<file path="src/rtl/e1b_chip_nco_pkg.sv">
// e1b_chip_nco_pkg -- shared constants and helpers for the Galileo E1B code
// NCO and the shared E1B code memory that consumes its chip index.
//   E1B_CODELEN  : chips per code epoch (4092)
//   E1B_CODEBITS : chip index width
//   NCO_BITS     : phase accumulator / rate width
//   SLEW_BITS    : code-retard hold counter width
package e1b_chip_nco_pkg;

  localparam int E1B_CODELEN  = 4092;
  localparam int E1B_CODEBITS = 12;
  localparam int NCO_BITS     = 32;
  localparam int SLEW_BITS    = 16;

  localparam logic [E1B_CODEBITS-1:0] CHIP_ZERO = 12'd0;
  localparam logic [E1B_CODEBITS-1:0] CHIP_ONE  = 12'd1;
  localparam logic [E1B_CODEBITS-1:0] CHIP_LAST = 12'd4091;
  localparam logic [NCO_BITS-1:0]     ACC_ZERO  = 32'd0;
  localparam logic [SLEW_BITS-1:0]    HOLD_ZERO = 16'd0;
  localparam logic [SLEW_BITS-1:0]    HOLD_ONE  = 16'd1;

  // Chip index after one chip boundary, wrapping at the end of the epoch.
  function automatic logic [E1B_CODEBITS-1:0] next_chip(input logic [E1B_CODEBITS-1:0] chip);
    logic [E1B_CODEBITS-1:0] nxt;
    if (chip == CHIP_LAST) begin
      nxt = CHIP_ZERO;
    end else begin
      nxt = chip + CHIP_ONE;
    end
    return nxt;
  endfunction

endpackage

</file>
<file path="src/rtl/e1b_chip_nco_if.sv">
// e1b_chip_nco_if -- control/status bundle of one E1B code NCO channel.
//   master : CPU / channel controller side (drives rate, restart, slew)
//   slave  : NCO side (drives chip index, strobes, subcarrier, epoch count)
interface e1b_chip_nco_if;
  import e1b_chip_nco_pkg::*;

  logic                    rate_wr;
  logic [NCO_BITS-1:0]     rate_i;
  logic                    restart;
  logic                    slew_wr;
  logic [SLEW_BITS-1:0]    slew_i;
  logic [E1B_CODEBITS-1:0] nchip;
  logic                    full_chip;
  logic                    half_chip;
  logic                    sub_o;
  logic                    epoch;
  logic                    slewing;
  logic [15:0]             epoch_cnt;

  modport master (
    output rate_wr, rate_i, restart, slew_wr, slew_i,
    input  nchip, full_chip, half_chip, sub_o, epoch, slewing, epoch_cnt
  );

  modport slave (
    input  rate_wr, rate_i, restart, slew_wr, slew_i,
    output nchip, full_chip, half_chip, sub_o, epoch, slewing, epoch_cnt
  );
endinterface

</file>
<file path="src/rtl/e1b_phase_acc.sv">
// e1b_phase_acc -- code-phase accumulator with code-retard hold counter.
//   clk, rst_n      : clock, asynchronous active-low reset
//   rate_wr, rate_i : load phase increment (takes effect on the next add)
//   restart         : clear accumulator and hold counter
//   slew_wr, slew_i : freeze the phase for slew_i clocks (0 = ignored)
//   carry_o         : raw (unregistered) chip-boundary pulse of this cycle's add
//   half_o          : raw half-chip-boundary pulse (includes chip boundaries)
//   msb_o           : accumulator MSB, i.e. the BOC(1,1) subcarrier phase
//   slewing_o       : registered, high while the hold counter is nonzero
module e1b_phase_acc
  import e1b_chip_nco_pkg::*;
(
  input  logic                 clk,
  input  logic                 rst_n,
  input  logic                 rate_wr,
  input  logic [NCO_BITS-1:0]  rate_i,
  input  logic                 restart,
  input  logic                 slew_wr,
  input  logic [SLEW_BITS-1:0] slew_i,
  output logic                 carry_o,
  output logic                 half_o,
  output logic                 msb_o,
  output logic                 slewing_o
);

  logic [NCO_BITS-1:0]  acc_q, acc_d;
  logic [NCO_BITS-1:0]  rate_q, rate_d;
  logic [SLEW_BITS-1:0] hold_q, hold_d;
  logic                 slewing_q, slewing_d;
  logic [NCO_BITS:0]    sum_s;
  logic                 carry_s, half_s;

  // Next-state: restart beats a slew load, which beats the hold countdown / add.
  always_comb begin
    acc_d   = acc_q;
    rate_d  = rate_q;
    hold_d  = hold_q;
    carry_s = 1'b0;
    half_s  = 1'b0;
    sum_s   = {1'b0, acc_q} + {1'b0, rate_q};

    if (rate_wr) begin
      rate_d = rate_i;
    end else begin
      rate_d = rate_q;
    end

    if (restart) begin
      acc_d  = ACC_ZERO;
      hold_d = HOLD_ZERO;
    end else if (slew_wr && (slew_i != HOLD_ZERO)) begin
      hold_d = slew_i;
    end else if (hold_q != HOLD_ZERO) begin
      hold_d = hold_q - HOLD_ONE;
    end else begin
      acc_d   = sum_s[NCO_BITS-1:0];
      carry_s = sum_s[NCO_BITS];
      // Rates are limited to 2^31, so a carry and an MSB 0->1 rise never
      // both happen in one add; either one is a half-chip boundary.
      half_s  = sum_s[NCO_BITS] | (~acc_q[NCO_BITS-1] & sum_s[NCO_BITS-1]);
    end

    slewing_d = (hold_d != HOLD_ZERO);
  end

  // Accumulator, rate, hold counter and slewing flag registers.
  always_ff @(posedge clk or negedge rst_n) begin
    if (!rst_n) begin
      acc_q     <= ACC_ZERO;
      rate_q    <= ACC_ZERO;
      hold_q    <= HOLD_ZERO;
      slewing_q <= 1'b0;
    end else begin
      acc_q     <= acc_d;
      rate_q    <= rate_d;
      hold_q    <= hold_d;
      slewing_q <= slewing_d;
    end
  end

  assign carry_o   = carry_s;
  assign half_o    = half_s;
  assign msb_o     = acc_q[NCO_BITS-1];
  assign slewing_o = slewing_q;

endmodule

</file>
<file path="src/rtl/e1b_chip_nco.sv">
// e1b_chip_nco -- per-channel Galileo E1B code-phase NCO.
//   clk   : sole clock, all state on the rising edge
//   rst_n : asynchronous active-low reset
//   bus   : e1b_chip_nco_if.slave -- rate/restart/slew controls in; chip
//           index, full/half-chip strobes, subcarrier, epoch strobe,
//           slewing flag and epoch count out. All outputs are registered;
//           nchip and full_chip update on the same edge so the code memory
//           can prefetch the code bit for nchip+1.
// Optional build macro E1B_EPOCH_CNT_EN adds a 16-bit wrapping epoch counter
// (cleared by reset and restart); without it epoch_cnt is driven 0.
module e1b_chip_nco
  import e1b_chip_nco_pkg::*;
(
  input  logic          clk,
  input  logic          rst_n,
  e1b_chip_nco_if.slave bus
);

  logic                    carry_s, half_s, msb_s, slewing_s;
  logic [E1B_CODEBITS-1:0] nchip_q, nchip_d;
  logic                    full_chip_q, full_chip_d;
  logic                    half_chip_q, half_chip_d;
  logic                    epoch_q, epoch_d;

  e1b_phase_acc u_phase_acc (
    .clk       (clk),
    .rst_n     (rst_n),
    .rate_wr   (bus.rate_wr),
    .rate_i    (bus.rate_i),
    .restart   (bus.restart),
    .slew_wr   (bus.slew_wr),
    .slew_i    (bus.slew_i),
    .carry_o   (carry_s),
    .half_o    (half_s),
    .msb_o     (msb_s),
    .slewing_o (slewing_s)
  );

  // Chip counter and strobe next-state; the accumulator already suppresses
  // carry/half during restart and hold.
  always_comb begin
    nchip_d     = nchip_q;
    full_chip_d = 1'b0;
    half_chip_d = half_s;
    epoch_d     = 1'b0;
    if (bus.restart) begin
      nchip_d = CHIP_ZERO;
    end else if (carry_s) begin
      nchip_d     = next_chip(nchip_q);
      full_chip_d = 1'b1;
      epoch_d     = (nchip_q == CHIP_LAST);
    end else begin
      nchip_d = nchip_q;
    end
  end

  // Chip index and strobe registers.
  always_ff @(posedge clk or negedge rst_n) begin
    if (!rst_n) begin
      nchip_q     <= CHIP_ZERO;
      full_chip_q <= 1'b0;
      half_chip_q <= 1'b0;
      epoch_q     <= 1'b0;
    end else begin
      nchip_q     <= nchip_d;
      full_chip_q <= full_chip_d;
      half_chip_q <= half_chip_d;
      epoch_q     <= epoch_d;
    end
  end

`ifdef E1B_EPOCH_CNT_EN
  logic [15:0] epoch_cnt_q, epoch_cnt_d;

  // Epoch counter next-state: cleared by restart, counts each epoch wrap.
  always_comb begin
    epoch_cnt_d = epoch_cnt_q;
    if (bus.restart) begin
      epoch_cnt_d = 16'd0;
    end else if (epoch_d) begin
      epoch_cnt_d = epoch_cnt_q + 16'd1;
    end else begin
      epoch_cnt_d = epoch_cnt_q;
    end
  end

  // Epoch counter register.
  always_ff @(posedge clk or negedge rst_n) begin
    if (!rst_n) begin
      epoch_cnt_q <= 16'd0;
    end else begin
      epoch_cnt_q <= epoch_cnt_d;
    end
  end

  assign bus.epoch_cnt = epoch_cnt_q;
`else
  assign bus.epoch_cnt = 16'd0;
`endif

  assign bus.nchip     = nchip_q;
  assign bus.full_chip = full_chip_q;
  assign bus.half_chip = half_chip_q;
  assign bus.epoch     = epoch_q;
  assign bus.sub_o     = msb_s;
  assign bus.slewing   = slewing_s;

endmodule
</file>
<file path="src/flat_wrapper.sv">
// flat-port wrapper written by rule: the top's interface ports become plain ports
module e1b_chip_nco_flat import e1b_chip_nco_pkg::*;
  (clk, rst_n, bus_rate_wr, bus_rate_i, bus_restart, bus_slew_wr, bus_slew_i, bus_nchip, bus_full_chip, bus_half_chip, bus_sub_o, bus_epoch, bus_slewing, bus_epoch_cnt);
  e1b_chip_nco_if bus_i ();
  input  logic clk;
  input  logic rst_n;
  input wire logic [$bits(bus_i.rate_wr)-1:0] bus_rate_wr;
  input wire logic [$bits(bus_i.rate_i)-1:0] bus_rate_i;
  input wire logic [$bits(bus_i.restart)-1:0] bus_restart;
  input wire logic [$bits(bus_i.slew_wr)-1:0] bus_slew_wr;
  input wire logic [$bits(bus_i.slew_i)-1:0] bus_slew_i;
  output wire logic [$bits(bus_i.nchip)-1:0] bus_nchip;
  output wire logic [$bits(bus_i.full_chip)-1:0] bus_full_chip;
  output wire logic [$bits(bus_i.half_chip)-1:0] bus_half_chip;
  output wire logic [$bits(bus_i.sub_o)-1:0] bus_sub_o;
  output wire logic [$bits(bus_i.epoch)-1:0] bus_epoch;
  output wire logic [$bits(bus_i.slewing)-1:0] bus_slewing;
  output wire logic [$bits(bus_i.epoch_cnt)-1:0] bus_epoch_cnt;
  assign bus_i.rate_wr = bus_rate_wr;
  assign bus_i.rate_i = bus_rate_i;
  assign bus_i.restart = bus_restart;
  assign bus_i.slew_wr = bus_slew_wr;
  assign bus_i.slew_i = bus_slew_i;
  assign bus_nchip = bus_i.nchip;
  assign bus_full_chip = bus_i.full_chip;
  assign bus_half_chip = bus_i.half_chip;
  assign bus_sub_o = bus_i.sub_o;
  assign bus_epoch = bus_i.epoch;
  assign bus_slewing = bus_i.slewing;
  assign bus_epoch_cnt = bus_i.epoch_cnt;
  e1b_chip_nco u_core (.clk(clk), .rst_n(rst_n), .bus(bus_i));
endmodule
</file>
<file path="config.mk">
export PLATFORM = sky130hd
export DESIGN_NAME = e1b_chip_nco_flat
export DESIGN_NICKNAME = d
export VERILOG_FILES = /design/src/rtl/e1b_chip_nco_pkg.sv /design/src/rtl/e1b_chip_nco_if.sv /design/src/rtl/e1b_phase_acc.sv /design/src/rtl/e1b_chip_nco.sv /design/src/flat_wrapper.sv
export SDC_FILE = /design/constraint.sdc
export NUM_CORES = 1
export LEC_CHECK = 0
export CORE_MARGIN = 3
export CORE_UTILIZATION = 45
export DETAILED_ROUTE_END_ITERATION = 8
export GPL_ROUTABILITY_DRIVEN = 0
export GPL_TIMING_DRIVEN = 0
export PLACE_DENSITY = 0.73
export REMOVE_ABC_BUFFERS = 1
export SLEW_MARGIN = 20
export SYNTH_ARGS = -nofsm -noshare
export SYNTH_HDL_FRONTEND = slang
export SYNTH_SLANG_ARGS = --single-unit
</file>
<file path="constraint.sdc">
create_clock -name clk -period 2.8 [get_ports clk]
set_clock_uncertainty 0.05 [all_clocks]
set_input_delay 0.56 -clock clk [delete_from_list [all_inputs] [get_ports clk]]
set_output_delay 0.56 -clock clk [all_outputs]
set_load 0.005 [all_outputs]
</file>
==> reports/qor.yml <==
cts_tree: "yes"
ys_async_sr_fraction_pct: 100
final.period_utilization_pct: 108
final_net_count: 863
pwr-share-comb_pct: 17.9
grt_pass1_vias: 5528
power.switching_uw: 935
cts_max_level: 3
die-area_sq_um: 15700
synth_edf_count: 0
reg2reg_to: "u_core.u_phase_acc.acc_q[30]"
drt_iter0_drc: 399
drc: 0
insertion_delay_ns: 0.36
antenna_found_initial: 0
floorplan.initialDensity_pct: 47.2
internal_power_mw: 2.32
postCtsHoldBufs: 0
synth.largest_area_cell: "dfrtp_1"
clock-sinks: 96
dp_slack_ns: -1.30
rsz0062_at_grt: "true"
drt_pre_antenna_iters: 5
synth_common_cells: "dfrtp_1, nand2_1, a21oi_1"
ys_ff_latch: 96
port_buffers: 69
hold_ws_ns: 0.0227
route.detailed.wl_per_inst_um: 16.4
drt_wl_total_mm: 15.6
synth_top_flop_cell: "dfrtp_1"
clockBufferDepth: 2
fin_ws_ns: -0.231
max-vdd-ir-drop_mv: 0.310
cp-start-kind: "flop"
ant_nets: 0
finalInstanceArea_sq_um: 7860
yosysWarnings: 0
required_ns: 3.03
diodes: 0
rr_worst_depth: 11
final_hold_viol_count: 0
reg2reg_from: "u_core.u_phase_acc.acc_q[0]"
route.vias.total: 5613
multiInputGateArea_sq_um: 4030
die_w_um: 125
root_buffer: "clkbuf_16"
synth-seq-area-share_pct: 37.6
maxCapViolCount: 0
worstPathArrival_ns: 3.27
p_sw_share_pct: 28.7
hold_class: "input port to asynchronous set/reset pin"
synth_top_area_share_pct: 37.6
die_h_um: 125
reg2reg_slack_ns: -0.23
grt-ovfl-total: 0
final.min_clock_period_ns: 3.03
grt_usage_pct: 19.4
core-area_sq_um: 13600
status: "complete, but fails checks"
synthMostInstantiatedCell: "dfrtp_1"
placed_cell_area_sq_um: 7160
io-pin-count: 86
powerDensity_nw_per_um2: 414
yosysUniqueCellTypes: 63
rows: 42
syn_area_per_cell_sq_um: 9.06
max-slew-margin-rel_pct: 50.1
endpoint_kind: "flop"
hpwl_mm: 10.5
cts_buffers: 9
critPathKind: "flop to flop"
crit_path_max_fanout: 4
p_leak_nw: 3.30
synth_cells: 706
ys_top_cells_by_area: "dfrtp_1, ha_1, a21oi_1"
clock_power_share_pct: 35.5
violations: "setup timing"
via_per_inst: 5.88
fillers: 1190
drive_above_1_share_pct: 18.0
syn-cell-area_sq_um: 6390
grt_pass1_wl_mm: 25.7
grt_max_degree: 75
pwr-share-seq_pct: 46.6
syn2layout_area_growth_pct: 23.0
slew_violations: 0
setup_viol: 18
fmax_mhz: 330
clkTransAtPathRegs_ns: 0.07
regArea_sq_um: 2400
worst_pin_slew_ns: 0.749
-- placed cells by master, fill, tap and decap left out, types with 9 or more instances in the layout --
master           instances
a211oi_1                14
a21o_1                  16
a21oi_1                 66
buf_4                   17
clkbuf_16                9
clkdlybuf4s50_1         66
conb_1                  16
dfrtp_1                 96
ha_1                    26
inv_1                    9
mux2_2                  32
nand2_1                 80
nand3_1                 15
nand4_1                 10
nor2_1                  54
nor2b_1                  9
nor3_1                  20
nor4_1                  15
o21ai_0                 10
xnor2_1                 18
xor2_1                   9
-- routing by layer --
layer	wire (um)	vias up	track usage [%]
met5	0	-	0
met4	267	0	7.65
met3	772	20	3.33
met2	7570	181	32.0
met1	7040	2705	25.6
li1	-	2707	-
-- area by class of cell --
cell class | instances | area share, %
Clock buffer | 9 | 2.86
Timing Repair Buffer | 91 | 11.5
Sequential cell | 96 | 30.5
Multi-Input combinational cell | 567 | 51.3
Clock inverter | 6 | 0.589
Inverter | 9 | 0.430
Tap cell | 176 | 2.80
-- state kept, by name, summed over array words and instances (netlist names) --
| signal | flops |
|---|---|
| u_core.bus.half_chip | 1 |
| u_core.bus.nchip | 12 |
| u_core.u_phase_acc.acc_q | 32 |
| u_core.u_phase_acc.slewing_o | 1 |
| u_core.bus.full_chip | 1 |
| u_core.u_phase_acc.hold_q | 16 |
| u_core.bus.epoch | 1 |
| u_core.u_phase_acc.rate_q | 32 |
-- power groups by stage --
| stage | clock network, mW | registers [mW] | logic [mW] |
|---|---|---|---|
| 6_report | 1.16 | 1.52 | 0.582 |
| 5_1_grt | 1.24 | 1.53 | 0.643 |
| 4_1_cts | 1.18 | 1.52 | 0.559 |
| 3_5_place_dp | 0 | 1.54 | 0.549 |
| 3_3_place_gp | 0 | 1.54 | 0.525 |
| 2_1_floorplan | 0 | 1.52 | 0.341 |
-- cells by family after synthesis --
| kind of cell | Yosys count | share of synthesized area (%) |
|---|---|---|
| other | 1 | 0.0587 |
| XOR/XNOR | 27 | 3.70 |
| AO/OA/AOI/OAI | 177 | 17.7 |
| adder cells (fa/ha/maj) | 36 | 7.16 |
| buffers and inverters | 61 | 4.97 |
| AND/OR/NAND/NOR | 271 | 22.4 |
| flip-flops | 96 | 37.6 |
| multiplexers | 37 | 6.42 |
-- stage by stage --
step	cells	setup TNS (ns)	utilization [%]	power [mW]
after floorplan	669	-2.90	-	1.87
after global placement	914	-299.40	52.2	2.07
after detailed placement	918	-41.04	52.8	2.09
after CTS	945	-2.89	56.2	3.26
after global routing	954	-4.09	58.0	3.41
final	954	-2.72	58.0	3.26
-- worst max-delay path by stage --
stage                                  from                      endpoint  cells past startpoint
2_1_floorplan                bus_slew_i[11]  u_core.u_phase_acc.acc_q[26]                      6
3_3_place_gp                          rst_n           u_core.bus.nchip[6]                      1
3_5_place_dp                 bus_slew_i[11]  u_core.u_phase_acc.acc_q[26]                      7
4_1_cts        u_core.u_phase_acc.rate_q[0]  u_core.u_phase_acc.acc_q[30]                     11
5_1_grt         u_core.u_phase_acc.acc_q[0]  u_core.u_phase_acc.acc_q[30]                     11
6_report        u_core.u_phase_acc.acc_q[0]  u_core.u_phase_acc.acc_q[30]                     11
-- worst max-delay path, cell delays in order (launching register included) --
cell and delay (ns):
dfrtp_1 0.38, ha_2 0.20, fa_2 0.37, a211oi_4 0.25
o21bai_2 0.13, a2111o_1 0.47, a31o_4 0.27, buf_6 0.12
a2111oi_4 0.36, xnor2_1 0.16, nand2_1 0.08, a21oi_2 0.11
-- repair_timing --
item                       in CTS  in global routing
buffers inserted                9                 11
setup endpoints to repair      43                 32
gates cloned                    3                  0
pin swaps                      31                 41
resized for setup              32                 44
(Power assumes the default switching activity.)
